### src/rtl/uart_report_scheduler_if.sv
// Handshake bundle between the counter bank, the report scheduler and the UART transmitter.
// The scheduler takes the slave view; the surrounding logic (or a bench) takes the master view.
interface uart_report_scheduler_if #(
  parameter int NUM_CH = 4,
  parameter int CNT_W  = 16
) ();
  logic [NUM_CH-1:0]       req;
  logic [NUM_CH*CNT_W-1:0] cnt_data;
  logic [NUM_CH-1:0]       grant;
  logic                    tx_start;
  logic [7:0]              tx_data;
  logic                    tx_ready;
  logic                    busy;

  modport slave (
    input  req,
    input  cnt_data,
    input  tx_ready,
    output grant,
    output tx_start,
    output tx_data,
    output busy
  );

  modport master (
    output req,
    output cnt_data,
    output tx_ready,
    input  grant,
    input  tx_start,
    input  tx_data,
    input  busy
  );
endinterface

### src/rtl/uart_report_scheduler.sv
// Round-robin scheduler framing channel counts into byte-serial UART report packets.
// Optional feature: define UART_REPORT_CHECKSUM_EN to append an XOR checksum (5-byte packets).
module uart_report_scheduler #(
  parameter int NUM_CH = 4,
  parameter int CNT_W  = 16
) (
  input  logic                   clk,
  input  logic                   rst_n,
  uart_report_scheduler_if.slave bus
);

  localparam int IDX_W = (NUM_CH > 1) ? $clog2(NUM_CH) : 1;
`ifdef UART_REPORT_CHECKSUM_EN
  localparam int NBYTES = 5;
`else
  localparam int NBYTES = 4;
`endif
  localparam logic [7:0] HDR = 8'hA5;

  typedef enum logic [2:0] {
    S_IDLE,
    S_GRANT,
    S_LOAD,
    S_WAIT_ACK,
    S_WAIT_DONE
  } state_t;

  state_t           state_q, state_d;
  logic [IDX_W-1:0] ptr_q, ptr_d;
  logic [IDX_W-1:0] win_q, win_d;
  logic [2:0]       idx_q, idx_d;
  logic [7:0]       data_q, data_d;
  logic [15:0]      cnt_q, cnt_d;
  logic [IDX_W:0]   pick;

  // Returns {found, index}: first requester at or after the pointer, wrapping.
  function automatic logic [IDX_W:0] rr_pick(input logic [NUM_CH-1:0] r,
                                             input logic [IDX_W-1:0]  p);
    logic [IDX_W:0] res;
    int             c;
    res = '0;
    for (int k = NUM_CH - 1; k >= 0; k--) begin
      c = (int'(p) + k) % NUM_CH;
      if (r[c]) res = {1'b1, IDX_W'(c)};
    end
    return res;
  endfunction

  function automatic logic [7:0] pkt_byte(input logic [2:0]       i,
                                          input logic [IDX_W-1:0] id,
                                          input logic [15:0]      c);
    logic [7:0] idb;
    idb = 8'(id);
    case (i)
      3'd0:    pkt_byte = HDR;
      3'd1:    pkt_byte = idb;
      3'd2:    pkt_byte = c[15:8];
      3'd3:    pkt_byte = c[7:0];
`ifdef UART_REPORT_CHECKSUM_EN
      default: pkt_byte = HDR ^ idb ^ c[15:8] ^ c[7:0];
`else
      default: pkt_byte = 8'h00;
`endif
    endcase
  endfunction

  function automatic logic [IDX_W-1:0] next_ptr(input logic [IDX_W-1:0] w);
    if (w == IDX_W'(NUM_CH - 1)) next_ptr = '0;
    else                          next_ptr = w + 1'b1;
  endfunction

  always_ff @(posedge clk or negedge rst_n) begin
    if (!rst_n) begin
      state_q <= S_IDLE;
      ptr_q   <= '0;
      win_q   <= '0;
      idx_q   <= '0;
      data_q  <= '0;
    end else begin
      state_q <= state_d;
      ptr_q   <= ptr_d;
      win_q   <= win_d;
      idx_q   <= idx_d;
      data_q  <= data_d;
    end
  end

  // Count holding register is pure data; it is always reloaded in GRANT before use.
  always_ff @(posedge clk) begin
    cnt_q <= cnt_d;
  end

  always_comb begin
    state_d = state_q;
    ptr_d   = ptr_q;
    win_d   = win_q;
    idx_d   = idx_q;
    data_d  = data_q;
    cnt_d   = cnt_q;
    pick    = rr_pick(bus.req, ptr_q);
    case (state_q)
      S_IDLE: begin
        if (pick[IDX_W]) begin
          win_d   = pick[IDX_W-1:0];
          state_d = S_GRANT;
        end
      end
      S_GRANT: begin
        cnt_d   = 16'(bus.cnt_data[int'(win_q)*CNT_W +: CNT_W]);
        ptr_d   = next_ptr(win_q);
        idx_d   = 3'd0;
        data_d  = HDR;
        state_d = S_LOAD;
      end
      S_LOAD: begin
        if (bus.tx_ready) state_d = S_WAIT_ACK;
      end
      S_WAIT_ACK: begin
        if (!bus.tx_ready) state_d = S_WAIT_DONE;
      end
      S_WAIT_DONE: begin
        if (bus.tx_ready) begin
          if (idx_q == 3'(NBYTES - 1)) begin
            state_d = S_IDLE;
          end else begin
            idx_d   = idx_q + 3'd1;
            data_d  = pkt_byte(idx_q + 3'd1, win_q, cnt_q);
            state_d = S_LOAD;
          end
        end
      end
      default: state_d = S_IDLE;
    endcase
  end

  always_comb begin
    bus.grant    = '0;
    bus.tx_start = 1'b0;
    bus.busy     = (state_q != S_IDLE);
    bus.tx_data  = data_q;
    if (state_q == S_GRANT) bus.grant = NUM_CH'(1) << win_q;
    if (state_q == S_LOAD)  bus.tx_start = bus.tx_ready;
  end

  a_start_gap: assert property (@(posedge clk) disable iff (!rst_n)
    bus.tx_start |=> !bus.tx_start);
  a_grant_onehot: assert property (@(posedge clk) disable iff (!rst_n)
    $onehot0(bus.grant));
  a_start_ready: assert property (@(posedge clk) disable iff (!rst_n)
    bus.tx_start |-> bus.tx_ready);

endmodule
### src/flat_wrapper.sv
// flat-port wrapper written by rule: the top's interface ports become plain ports
module uart_report_scheduler_flat 
#(
  parameter int NUM_CH = 4,
  parameter int CNT_W  = 16
)
  (clk, rst_n, bus_req, bus_cnt_data, bus_tx_ready, bus_grant, bus_tx_start, bus_tx_data, bus_busy);
  uart_report_scheduler_if #(.NUM_CH(NUM_CH), .CNT_W(CNT_W)) bus_i ();
  input  logic clk;
  input  logic rst_n;
  input wire logic [$bits(bus_i.req)-1:0] bus_req;
  input wire logic [$bits(bus_i.cnt_data)-1:0] bus_cnt_data;
  input wire logic [$bits(bus_i.tx_ready)-1:0] bus_tx_ready;
  output wire logic [$bits(bus_i.grant)-1:0] bus_grant;
  output wire logic [$bits(bus_i.tx_start)-1:0] bus_tx_start;
  output wire logic [$bits(bus_i.tx_data)-1:0] bus_tx_data;
  output wire logic [$bits(bus_i.busy)-1:0] bus_busy;
  assign bus_i.req = bus_req;
  assign bus_i.cnt_data = bus_cnt_data;
  assign bus_i.tx_ready = bus_tx_ready;
  assign bus_grant = bus_i.grant;
  assign bus_tx_start = bus_i.tx_start;
  assign bus_tx_data = bus_i.tx_data;
  assign bus_busy = bus_i.busy;
  uart_report_scheduler #(.NUM_CH(NUM_CH), .CNT_W(CNT_W)) u_core (.clk(clk), .rst_n(rst_n), .bus(bus_i));
endmodule
### config.mk
export PLATFORM = sky130hd
export DESIGN_NAME = uart_report_scheduler_flat
export DESIGN_NICKNAME = d
export VERILOG_FILES = /design/src/rtl/uart_report_scheduler_if.sv /design/src/rtl/uart_report_scheduler.sv /design/src/flat_wrapper.sv
export SDC_FILE = /design/constraint.sdc
export NUM_CORES = 1
export LEC_CHECK = 0
export BUFFER_PORTS_ARGS = -buffer_cell sky130_fd_sc_hd__buf_4
export CAP_MARGIN = 20
export CORE_MARGIN = 2
export CORE_UTILIZATION = 50
export DETAILED_ROUTE_END_ITERATION = 10
export PLACE_DENSITY = 0.81
export SYNTH_ARGS = -nofsm -noshare
export SYNTH_HDL_FRONTEND = slang
export SYNTH_SLANG_ARGS = --single-unit
### constraint.sdc
create_clock -name clk -period 4.7 [get_ports clk]
set_clock_uncertainty 0.15 [all_clocks]
set_input_delay 0 -clock clk [delete_from_list [all_inputs] [get_ports clk]]
set_output_delay 0 -clock clk [all_outputs]
set_load 0.02 [all_outputs]
# [Yosys cells after proc, flatten, opt, wreduce, memory -nomap -nowiden]
# Cells that the tools add are included.
[totals] ff_bits=34 in_bits=71 output_inout_bits=14 wordCells=75
[op_classes] n_addsub=5 order_cmp=4 eq_ne=14 n_shift=2 muxes=31 bitwise=3 reduce_logical=10
[op_table] op="variable part select 64 x 7 -> 16 bit" count=1
[op_table] op="case mux 8 bit (4 select lines)" count=1
[op_table] op="2-to-1 mux 3 bit" count=10
[op_table] op="2-to-1 mux 8 bit" count=2
[op_table] op="case mux 8 bit (2 select lines)" count=1
[op_table] op="equality test 3 x 2 -> 1 bit, second input constant" count=5
[op_table] op="case mux 3 bit (5 select lines)" count=1
[op_table] op="less-than comparator 3 x 4 -> 1 bit, second input constant" count=3
[op_table] op="binary-select mux 1 bit (select 2 bit)" count=4
[op_table] op="2-to-1 mux 1 bit" count=8
[op_table] op="inequality test 2 bit, second input constant" count=4
[op_table] op="equality test 3 x 1 -> 1 bit, second input constant" count=2
[op_table] op="logical NOT 3 bit" count=2
[op_table] op="case mux 3 bit (2 select lines)" count=1
[op_table] op="OR reduction 2 bit" count=3
[op_table] op="adder 2 x 1 -> 2 bit, second input constant" count=2
[op_table] op="adder 2 bit, second input constant" count=2
[op_table] op="2-to-1 mux 2 bit" count=2
[op_table] op="2-to-1 mux 4 bit" count=1
[op_table] op="AND reduction 4 bit" count=1
[op_table] op="left shift 1 x 2 -> 4 bit, first input constant" count=1
[op_table] op="adder 3 x 1 -> 3 bit, second input constant" count=1
[op_table] op="bitwise AND 1 bit, first input constant" count=3
[op_table] op="equality test 3 bit, second input constant" count=1
[op_table] op="other kinds (7)" count=7

# [Depth between registers and ports, before layout]
# Gate-level depths: netlist of the first run.
[depth] depth_word=12 mapped_depth=7 depth_no_buf=6

# [Least setup slack after synthesis of the first run]
# Ideal clock, no wire load.
[synth_path] kind="register to register" start="register u_core.state_q[2]" end="register u_core.ptr_q[0]" setup_ps=125 t_arrival_ps=1543 t_required_ps=4425 path_slack_ps=2882 stages_incl_launch_ff=4 path_buffers=1 cell_sequence="dfrtp_1 > buf_4 > nor3b_4 > mux2_2"
[synth_between] elab_chain_len=1
[synth_rtl] element="start, declared" line="uart_report_scheduler.sv:28" rtl="state_t state_q, state_d;"
[synth_rtl] element="start signal, assigned" line="uart_report_scheduler.sv:80" rtl="state_q <= state_d;"
[synth_rtl] element="equality test 3 x 1 -> 1 bit" line="uart_report_scheduler.sv:101" rtl="case (state_q)"
[synth_rtl] element="end signal, assigned" line="uart_report_scheduler.sv:81" rtl="ptr_q <= ptr_d;"
[synth_rtl] element="end, declared" line="uart_report_scheduler.sv:29" rtl="logic [IDX_W-1:0] ptr_q, ptr_d;"
# No other way between the ends.
# A chain may end at the register's enable or synchronous reset.

# [Worst setup path in the final report of the first run]
[layout_path] start="register u_core.win_q[0]" end="register u_core.cnt_q[6] (data pin)"
[layout_between] elab_chain_len=1
[layout_rtl] element="start, declared" line="uart_report_scheduler.sv:30" rtl="logic [IDX_W-1:0] win_q, win_d;"
[layout_rtl] element="start signal, assigned" line="uart_report_scheduler.sv:82" rtl="win_q <= win_d;"
[layout_rtl] element="variable part select 64 x 7 -> 16 bit" line="uart_report_scheduler.sv:109" rtl="cnt_d = 16'(bus.cnt_data[int'(win_q)*CNT_W +: CNT_W]);"
[layout_rtl] element="end signal, assigned" line="uart_report_scheduler.sv:90" rtl="cnt_q <= cnt_d;"
[layout_rtl] element="end, declared" line="uart_report_scheduler.sv:33" rtl="logic [15:0] cnt_q, cnt_d;"
# No other way between the ends.

==> results.cfg, run 1 <==
[power]
ir_worst_vdd_mv = 0.276
power.density_mw_per_mm2 = 449
p_leak_nw = 1.35
finalPower_mw = 1.44

[logic_synthesis]
synth_area_per_cell_um2 = 13.3
syn_area_mm2 = 0.00204
netlist_instances = 154
synthDominantCellAreaShare_pct = 23.5
yosys.area.top_type = edfxtp_1
synth_nets = 235
yosys_register_bits = 34
ys_seq_area_share_pct = 45.6
synth_warnings = 0
synth_cell_types = 39
synthTopCellsByArea = edfxtp_1, dfrtp_1, mux4_2

[finish]
fin_util_pct = 80.6
nNetsFinal = 359
drive_gt1_share_pct = 43.7
layout.cells.non_filler = 329
areaGrowthSynthToFinish_pct = 56.7
antenna_cells = 0
postLayoutCellArea_mm2 = 0.00320

[timing]
setup_viol_count_final = 0
slew_violations = 0
relSlewSlack_pct = 34.2
hold_viol = 0
holdWs_ns = 0.246
fin_tns_setup_ns = 0
setup_slack_ns = 2.29
fmax_mhz = 415
period_share_pct = 51.2
worst_pin_slew_ns = 0.986
rsz0062_at_grt = false
finalCriticalPeriod_ns = 2.41

[routing]
vias_per_cell = 5.67
ant_nets = 0
drt-pass1-iter-count = 4
wl_per_cell_um = 18.9
drtIter0Drc = 162
totalWireLength_mm = 6.20
num_vias = 1864
drc_errors = 0

[clock_tree]
cts_tree = done
cts_num_sinks = 34
cts-root-buf = clkbuf_8
cts_setup_buffers = 0
cts_max_level = 2
clkSlewWorstSetupHoldPaths_ns = 0.07
cts_made_buffers = 5
clkLatencyLatePin_ns = 0.29
cts_buffer_depth = 2

[floorplan]
dieArea_mm2 = 0.00461
core_area_mm2 = 0.00397
die-width_um = 67.9
num_rows = 23
initial_core_util_pct = 51.4
die_y_um = 67.9
io_pins = 85

[setup_path]
crit_path_start = u_core.win_q[0]$_DFFE_PN0P_
cp-start-kind = flip-flop
r2r_setup_slack_ns = 2.29
r2r_cells = 3
endpoint = u_core.cnt_q[6]$_DFFE_PP_
cp-end-kind = flip-flop
crit_required_ns = 4.59
cp_max_fo = 14
cp.arrival_ns = 2.30
crit_type = flip-flop to flip-flop
r2r_end = u_core.cnt_q[6]$_DFFE_PP_
r2r_start = u_core.win_q[0]$_DFFE_PN0P_

[global_routing]
grt_usage_pct = 27.6
antenna_found_initial = 0
grt_overflow = 0
grt_pass1_wl_mm = 9.05
grt_max_degree = 23
grt_pass1_vias = 1842

[placement]
port_buffers = 84
postPlaceCellArea_mm2 = 0.00268
dpl_worst_slack_ns = 2.53
globalplace.congestion = 0.754
dp_hpwl_mm = 3.49
dpl.cell_count = 280

[run_status]
status = finished clean

[worst_hold_path]
min_path_type = input pin to flip-flop

[job]
cap_violations = 0
## worst max-delay path: stages (launching register included)
cell	delay (ns)
dfrtp_1	0.68
buf_16	0.23
mux4_2	0.52
dlygate4sd3_1	0.58
## layout make-up
type,count,area (µm²)
Timing Repair Buffer,125,1060
Multi-Input combinational cell,105,1030
Tap cell,50,62.6
Sequential cell,34,931
Inverter,7,26.3
Clock buffer,8,90.1
Fill cell,219,772
## metal layers
layer	global-route usage [%]	routed length, µm	vias up
met3	6.91	489	26
met4	9.50	278	0
li1	-	-	835
met1	30.5	2180	887
met2	51.3	3260	116
met5	0	0	-
## sequential cells by signal (all words and copies together) (netlist names)
register,count
u_core.idx_q,3
u_core.ptr_q,2
u_core.state_q,3
u_core.bus.tx_data,8
u_core.win_q,2
u_core.cnt_q,16
## Yosys cell counts, drive strengths merged
cell,number
or2,2
nor3,1
a221o,3
o22ai,2
and4bb,2
mux4,16
a21oi,6
o21ai,4
a22o,1
edfxtp,16
a31oi,1
clkbuf,1
o21bai,1
mux2,2
nor3b,1
nand3,1
o31ai,6
a21boi,1
or4,2
nor2b,7
inv,7
and2,4
buf,7
dfrtp,18
o221a,1
a21o,1
a22oi,5
nor2,6
nand2,16
ha,10
nand2b,1
or3,1
nand4,1
## worst min-delay path by stage
stage / startpoint / end / slack [ns] / cells after the start
final: bus_req[0] / u_core.win_q[1]$_DFFE_PN0P_ / 0.25 / 5
after global routing: bus_req[0] / u_core.win_q[1]$_DFFE_PN0P_ / 0.25 / 5
after CTS: bus_req[0] / u_core.win_q[1]$_DFFE_PN0P_ / 0.08 / 5
after detailed placement: rst_n / u_core.win_q[1]$_DFFE_PN0P_ / -0.27 / 1
after global placement: rst_n / u_core.state_q[0]$_DFFE_PN0P_ / -0.27 / 1
after floorplan: rst_n / u_core.bus.tx_data[0]$_DFFE_PN0P_ / -0.45 / 0
## cell usage in the layout, fill, tap and decap left out, types with 4 or more instances in the layout
| master | count |
|---|---|
| dlygate4sd3_1 | 40 |
| ha_1 | 10 |
| nor2_1 | 5 |
| edfxtp_1 | 16 |
| a22oi_1 | 5 |
| o31ai_1 | 6 |
| mux4_2 | 16 |
| and2_1 | 4 |
| nor2b_1 | 7 |
| dfrtp_1 | 18 |
| buf_4 | 84 |
| a21oi_1 | 6 |
| clkbuf_8 | 6 |
| inv_1 | 7 |
| nand2_1 | 16 |
## report_power, final
group	switching (mW)	internal [mW]
clock	0.108	0.119
sequential	0.118	0.424
combinational	0.266	0.402
## timing repair
| item | CTS | global route |
|---|---|---|
| hold buffers | 40 | 0 |
| gates resized for setup | 0 | 0 |
| hold endpoints to repair | 39 | 0 |
## cell families after synthesis
group / count (synthesis) / share of synthesized area, %
AOI/OAI and AO/OA: 32 / 11.7
adders and majority gates: 10 / 6.13
buffers and inverters: 15 / 3.92
DFF: 34 / 45.6
muxes: 18 / 18.8
and+or+nand+nor: 45 / 13.9
Note: power is estimated with default switching activity, not from simulation.
==> inputs of run 2 (changes only) <==
- CORE_UTILIZATION: 50 -> 48
- PLACE_DENSITY: 0.81 -> 0.78
- clock period: 4.7 -> 2.3 ns (I/O delays scaled with it)
==> results.cfg, run 2 (synthesis results as in run 1) <==
[clock_tree]
clkSlewWorstSetupHoldPaths_ns = 0.07
cts_tree = done
cts_num_sinks = 34
cts_made_buffers = 5
cts_setup_buffers = 0
cts_max_level = 2
cts_buffer_depth = 2
clkLatencyLatePin_ns = 0.29
cts-root-buf = clkbuf_8

[global_routing]
grt_max_degree = 23
grt_pass1_vias = 1950
antenna_found_initial = 0
grt_overflow = 0
grt_pass1_wl_mm = 9.34
grt_usage_pct = 25.2

[worst_hold_path]
min_path_type = input pin to flip-flop

[job]
cap_violations = 0

[timing]
fmax_mhz = 457
period_share_pct = 95.2
relSlewSlack_pct = 47.3
worst_pin_slew_ns = 0.788
slew_violations = 0
rsz0062_at_grt = false
hold_viol = 0
finalCriticalPeriod_ns = 2.19
fin_tns_setup_ns = 0
setup_viol_count_final = 0

[finish]
nNetsFinal = 361
areaGrowthSynthToFinish_pct = 56.9
final_cell_mix = buf_4, dlygate4sd3_1, dfrtp_1
layout.cells.non_filler = 331
fin_util_pct = 79.0
largest-register = u_core.cnt_q
postLayoutCellArea_mm2 = 0.00320
layout.cells.most_common = buf_4
regArea_um2 = 932
largest_reg_flops = 16
multi_input_comb_area_mm2 = 0.00103
antenna_cells = 0
drive_gt1_share_pct = 45.2
nFillCells = 224

[routing]
num_vias = 1835
vias_per_cell = 5.54
ant_nets = 0
drtIter0Drc = 153
totalWireLength_mm = 5.73
wl_per_cell_um = 17.3
drc_errors = 0
drt-pass1-iter-count = 4

[floorplan]
io_pins = 85
num_rows = 23
initial_core_util_pct = 50.3
die-width_um = 69.2
dieArea_mm2 = 0.00479
core_area_mm2 = 0.00406
die_y_um = 69.2

[setup_path]
cp-end-kind = flip-flop
crit_required_ns = 2.18
cp-start-kind = flip-flop
cp_max_fo = 22
crit_type = flip-flop to flip-flop
cp.arrival_ns = 2.07

[placement]
postPlaceCellArea_mm2 = 0.00270
globalplace.congestion = 0.770
port_buffers = 84
dp_hpwl_mm = 3.47
dpl.cell_count = 283

[power]
p_switching_mw = 0.961
clock_power_share_pct = 15.8
switching_share_pct = 33.4
comb_power_share_pct = 48.0
power_frac_seq_pct = 36.2
p_int_mw = 1.92
p_leak_nw = 1.35
ir_worst_vdd_mv = 0.432
power.density_mw_per_mm2 = 898
finalPower_mw = 2.88

[run_status]
status = finished clean
==> run 2: changes by cell type in the layout (fill, tap and decap cells not counted), sizes merged <==
| cell | previous run | this run |
|---|---|---|
| buf | 85 | 87 |
| clkbuf | 8 | 6 |
| clkinv | 0 | 1 |
| clkinvlp | 0 | 1 |
==> run 2: worst paths after layout <==
| kind | start | end | slack, ns | cells past startpoint |
|---|---|---|---|---|
| worst max register to register | u_core.win_q[0]$_DFFE_PN0P_ | u_core.cnt_q[10]$_DFFE_PP_ | 0.11 | 3 |
| worst min register to register | u_core.bus.tx_data[1]$_DFFE_PN0P_ | u_core.bus.tx_data[1]$_DFFE_PN0P_ | 0.35 | 2 |
| max in group asynchronous | rst_n | u_core.win_q[1]$_DFFE_PN0P_ | 0.74 | 3 |
| min in group asynchronous | rst_n | u_core.win_q[0]$_DFFE_PN0P_ | 0.73 | 3 |
| worst min-delay path | bus_req[0] | u_core.win_q[1]$_DFFE_PN0P_ | 0.11 | 5 |
| worst max-delay path | u_core.win_q[0]$_DFFE_PN0P_ | u_core.cnt_q[10]$_DFFE_PP_ | 0.11 | 3 |
==> run 2: metrics by stage <==
stage / setup slack (ns) / hold slack [ns]
2_1_floorplan: 0.482 / -0.446
3_3_place_gp: 0.402 / -0.268
3_5_place_dp: 0.341 / -0.269
4_1_cts: 0.0466 / 0.111
5_1_grt: 0.0361 / 0.195
6_report: 0.110 / 0.114
==> run 2: layer usage <==
| layer | routed length (µm) | global-route usage [%] | share of wire [%] | up-vias |
|---|---|---|---|---|
| met1 | 2040 | 28.0 | 36 | 884 |
| met3 | 388 | 4.22 | 6.8 | 17 |
| met2 | 3120 | 45.9 | 54 | 90 |
| met4 | 189 | 12.9 | 3.3 | 0 |
| li1 | - | - | - | 844 |
| met5 | 0 | 0 | 0 | - |
==> run 2: final cells by class <==
class	count	area share [%]
Inverter	7	0.820
Timing Repair Buffer	127	33.0
Clock buffer	6	2.58
Tap cell	50	1.95
Sequential cell	34	29.1
Multi-Input combinational cell	105	32.2
Clock inverter	2	0.390
==> run 2: power by group through the flow <==
| stage | registers (mW) | clock network, mW | logic, mW |
|---|---|---|---|
| finish | 1.04 | 0.455 | 1.38 |
| global route | 1.06 | 0.484 | 1.50 |
| CTS | 1.03 | 0.454 | 1.34 |
| detailed placement | 1.04 | 0 | 1.12 |
| global placement | 1.04 | 0 | 1.11 |
| floorplan | 0.995 | 0 | 0.836 |
==> run 2: critical path, stage by stage, from the launching register on <==
cell           delay (ns)
dfrtp_1              0.34
buf_6                0.26
mux4_2               0.55
dlygate4sd3_1        0.61
==> run 2: timing repair <==
item | 4_1_cts | 5_1_grt
endpoints found under the setup margin | 0 | 4
resized for setup | 0 | 2
hold buffers | 40 | 0
hold endpoints to repair | 39 | 0
==> inputs of run 3 (changes only) <==
==> constraint.sdc (replaced) <==
create_clock -name clk -period 2.3 [get_ports clk]
set_clock_uncertainty 0.15 [all_clocks]
set_input_delay 0.23 -clock clk [delete_from_list [all_inputs] [get_ports clk]]
set_output_delay 0.23 -clock clk [all_outputs]
set_load 0.02 [all_outputs]
==> results.cfg, run 3 (synthesis results as in run 1) <==
[finish]
drive_gt1_share_pct = 51.9
final_cell_mix = buf_4, dfrtp_1, mux4_2, nand2_1, edfxtp_1
layout.cells.most_common = buf_4
largest-register = u_core.cnt_q
nFillCells = 315
largest_reg_flops = 16
areaGrowthSynthToFinish_pct = 38.1
antenna_cells = 0
nNetsFinal = 323

[global_routing]
grt_max_degree = 23
grt_pass1_vias = 1613
antenna_found_initial = 0
grt_pass1_wl_mm = 7.52
grt_usage_pct = 19.5
grt_overflow = 0

[setup_path]
cp_slowest_stage_delay_ns = 0.57
r2r_start = u_core.idx_q[0]$_DFFE_PN0P_
crit_slowest_cell = or4_4
cp-start-kind = flip-flop
crit_chain = inv_1 > ha_1 > or4_4 > nand4_2 > o31ai_1
endpoint = u_core.bus.tx_data[1]$_DFFE_PN0P_
cp.arrival_ns = 1.96
cp-end-kind = flip-flop
crit_path_start = u_core.idx_q[0]$_DFFE_PN0P_
r2r_cells = 5
cp_max_fo = 9
crit_type = flip-flop to flip-flop
crit_required_ns = 2.32
r2r_setup_slack_ns = 0.36
r2r_end = u_core.bus.tx_data[1]$_DFFE_PN0P_

[routing]
drtIter0Drc = 82
drc_errors = 0
wl_per_cell_um = 15.0
drt-pass1-iter-count = 4
vias_per_cell = 5.29
num_vias = 1550
ant_nets = 0
totalWireLength_mm = 4.39

[power]
power.density_mw_per_mm2 = 921
finalPower_mw = 2.60
p_leak_nw = 1.20
ir_worst_vdd_mv = 0.399

[floorplan]
initial_core_util_pct = 50.3
io_pins = 85
num_rows = 23
core_area_mm2 = 0.00406
dieArea_mm2 = 0.00479
die_y_um = 69.2
die-width_um = 69.2

[timing]
period_share_pct = 84.5
fmax_mhz = 515
relSlewSlack_pct = 67.3
fin_tns_setup_ns = 0
worst_pin_slew_ns = 0.491
hold_viol = 0
rsz0062_at_grt = false
finalCriticalPeriod_ns = 1.94
setup_viol_count_final = 0
slew_violations = 0

[clock_tree]
clkSlewWorstSetupHoldPaths_ns = 0.07
cts-root-buf = clkbuf_8
cts_tree = done
cts_made_buffers = 5
cts_max_level = 2
cts_hold_buffers = 2
clkLatencyLatePin_ns = 0.28
cts_buffer_depth = 2
cts_setup_buffers = 0
post_cts_resized = 0
cts_num_sinks = 34

[placement]
globalplace.congestion = 0.780
dp_hpwl_mm = 3.47
port_buffers = 84

[run_status]
status = finished clean

[worst_hold_path]
min_path_type = input pin to flip-flop
min_from = bus_req[3]

[job]
cap_violations = 0
==> run 3: changes by cell type in the layout (fill, tap and decap cells not counted), sizes merged <==
cell	previous run	this run
dlygate4sd3	40	2
==> run 3: where the power goes <==
group / internal [mW] / switching [mW]
Clock: 0.240 / 0.215
Combinational: 0.609 / 0.509
Sequential: 0.866 / 0.158
Total: 1.72 / 0.882
==> run 3: worst min path at each step <==
stage          cells past startpoint                                 to  slack, ns
2_1_floorplan                      0  u_core.bus.tx_data[0]$_DFFE_PN0P_      -0.22
3_3_place_gp                       1  u_core.bus.tx_data[4]$_DFFE_PN0P_      -0.04
3_5_place_dp                       1  u_core.bus.tx_data[3]$_DFFE_PN0P_      -0.03
4_1_cts                            3        u_core.win_q[0]$_DFFE_PN0P_       0.10
5_1_grt                            3        u_core.win_q[1]$_DFFE_PN0P_       0.13
6_report                           3        u_core.win_q[0]$_DFFE_PN0P_       0.11
==> run 3: final cells by class <==
| cell class | count | area [µm²] | share of cell area (%) |
|---|---|---|---|
| Clock buffer | 6 | 82.6 | 2.93 |
| Clock inverter | 2 | 12.5 | 0.444 |
| Inverter | 7 | 26.3 | 0.932 |
| Multi-Input combinational cell | 105 | 1030 | 36.6 |
| Sequential cell | 34 | 931 | 33.0 |
| Tap cell | 50 | 62.6 | 2.22 |
| Timing Repair Buffer | 89 | 673 | 23.9 |
==> run 3: through the flow <==
stage	setup WS (ns)	hold WS [ns]	util [%]	area (µm²)	std cells
CTS	0.317	0.105	69.5	2820	293
detailed placement	0.357	-0.0342	66.6	2700	283
global placement	0.404	-0.0377	66.6	2700	283
global route	0.203	0.129	69.5	2820	293
finish	0.358	0.113	69.5	2820	293
floorplan	0.440	-0.216	-	2040	154
==> run 3: per-layer routing <==
metal	part of all wire, %	up-vias	GRT usage, %
met3	5.6	6	3.63
met2	48	54	31.3
met1	45	725	26.5
li1	-	765	-
met5	0	-	0
met4	1.6	0	7.19
==> run 3: critical path, delay by kind of cell (launching register included) <==
kind            cells  cell delay, ns
simple gates        2            0.70
flops               1            0.46
compound gates      1            0.09
fa+ha+maj           1            0.32
buf+inv             1            0.10
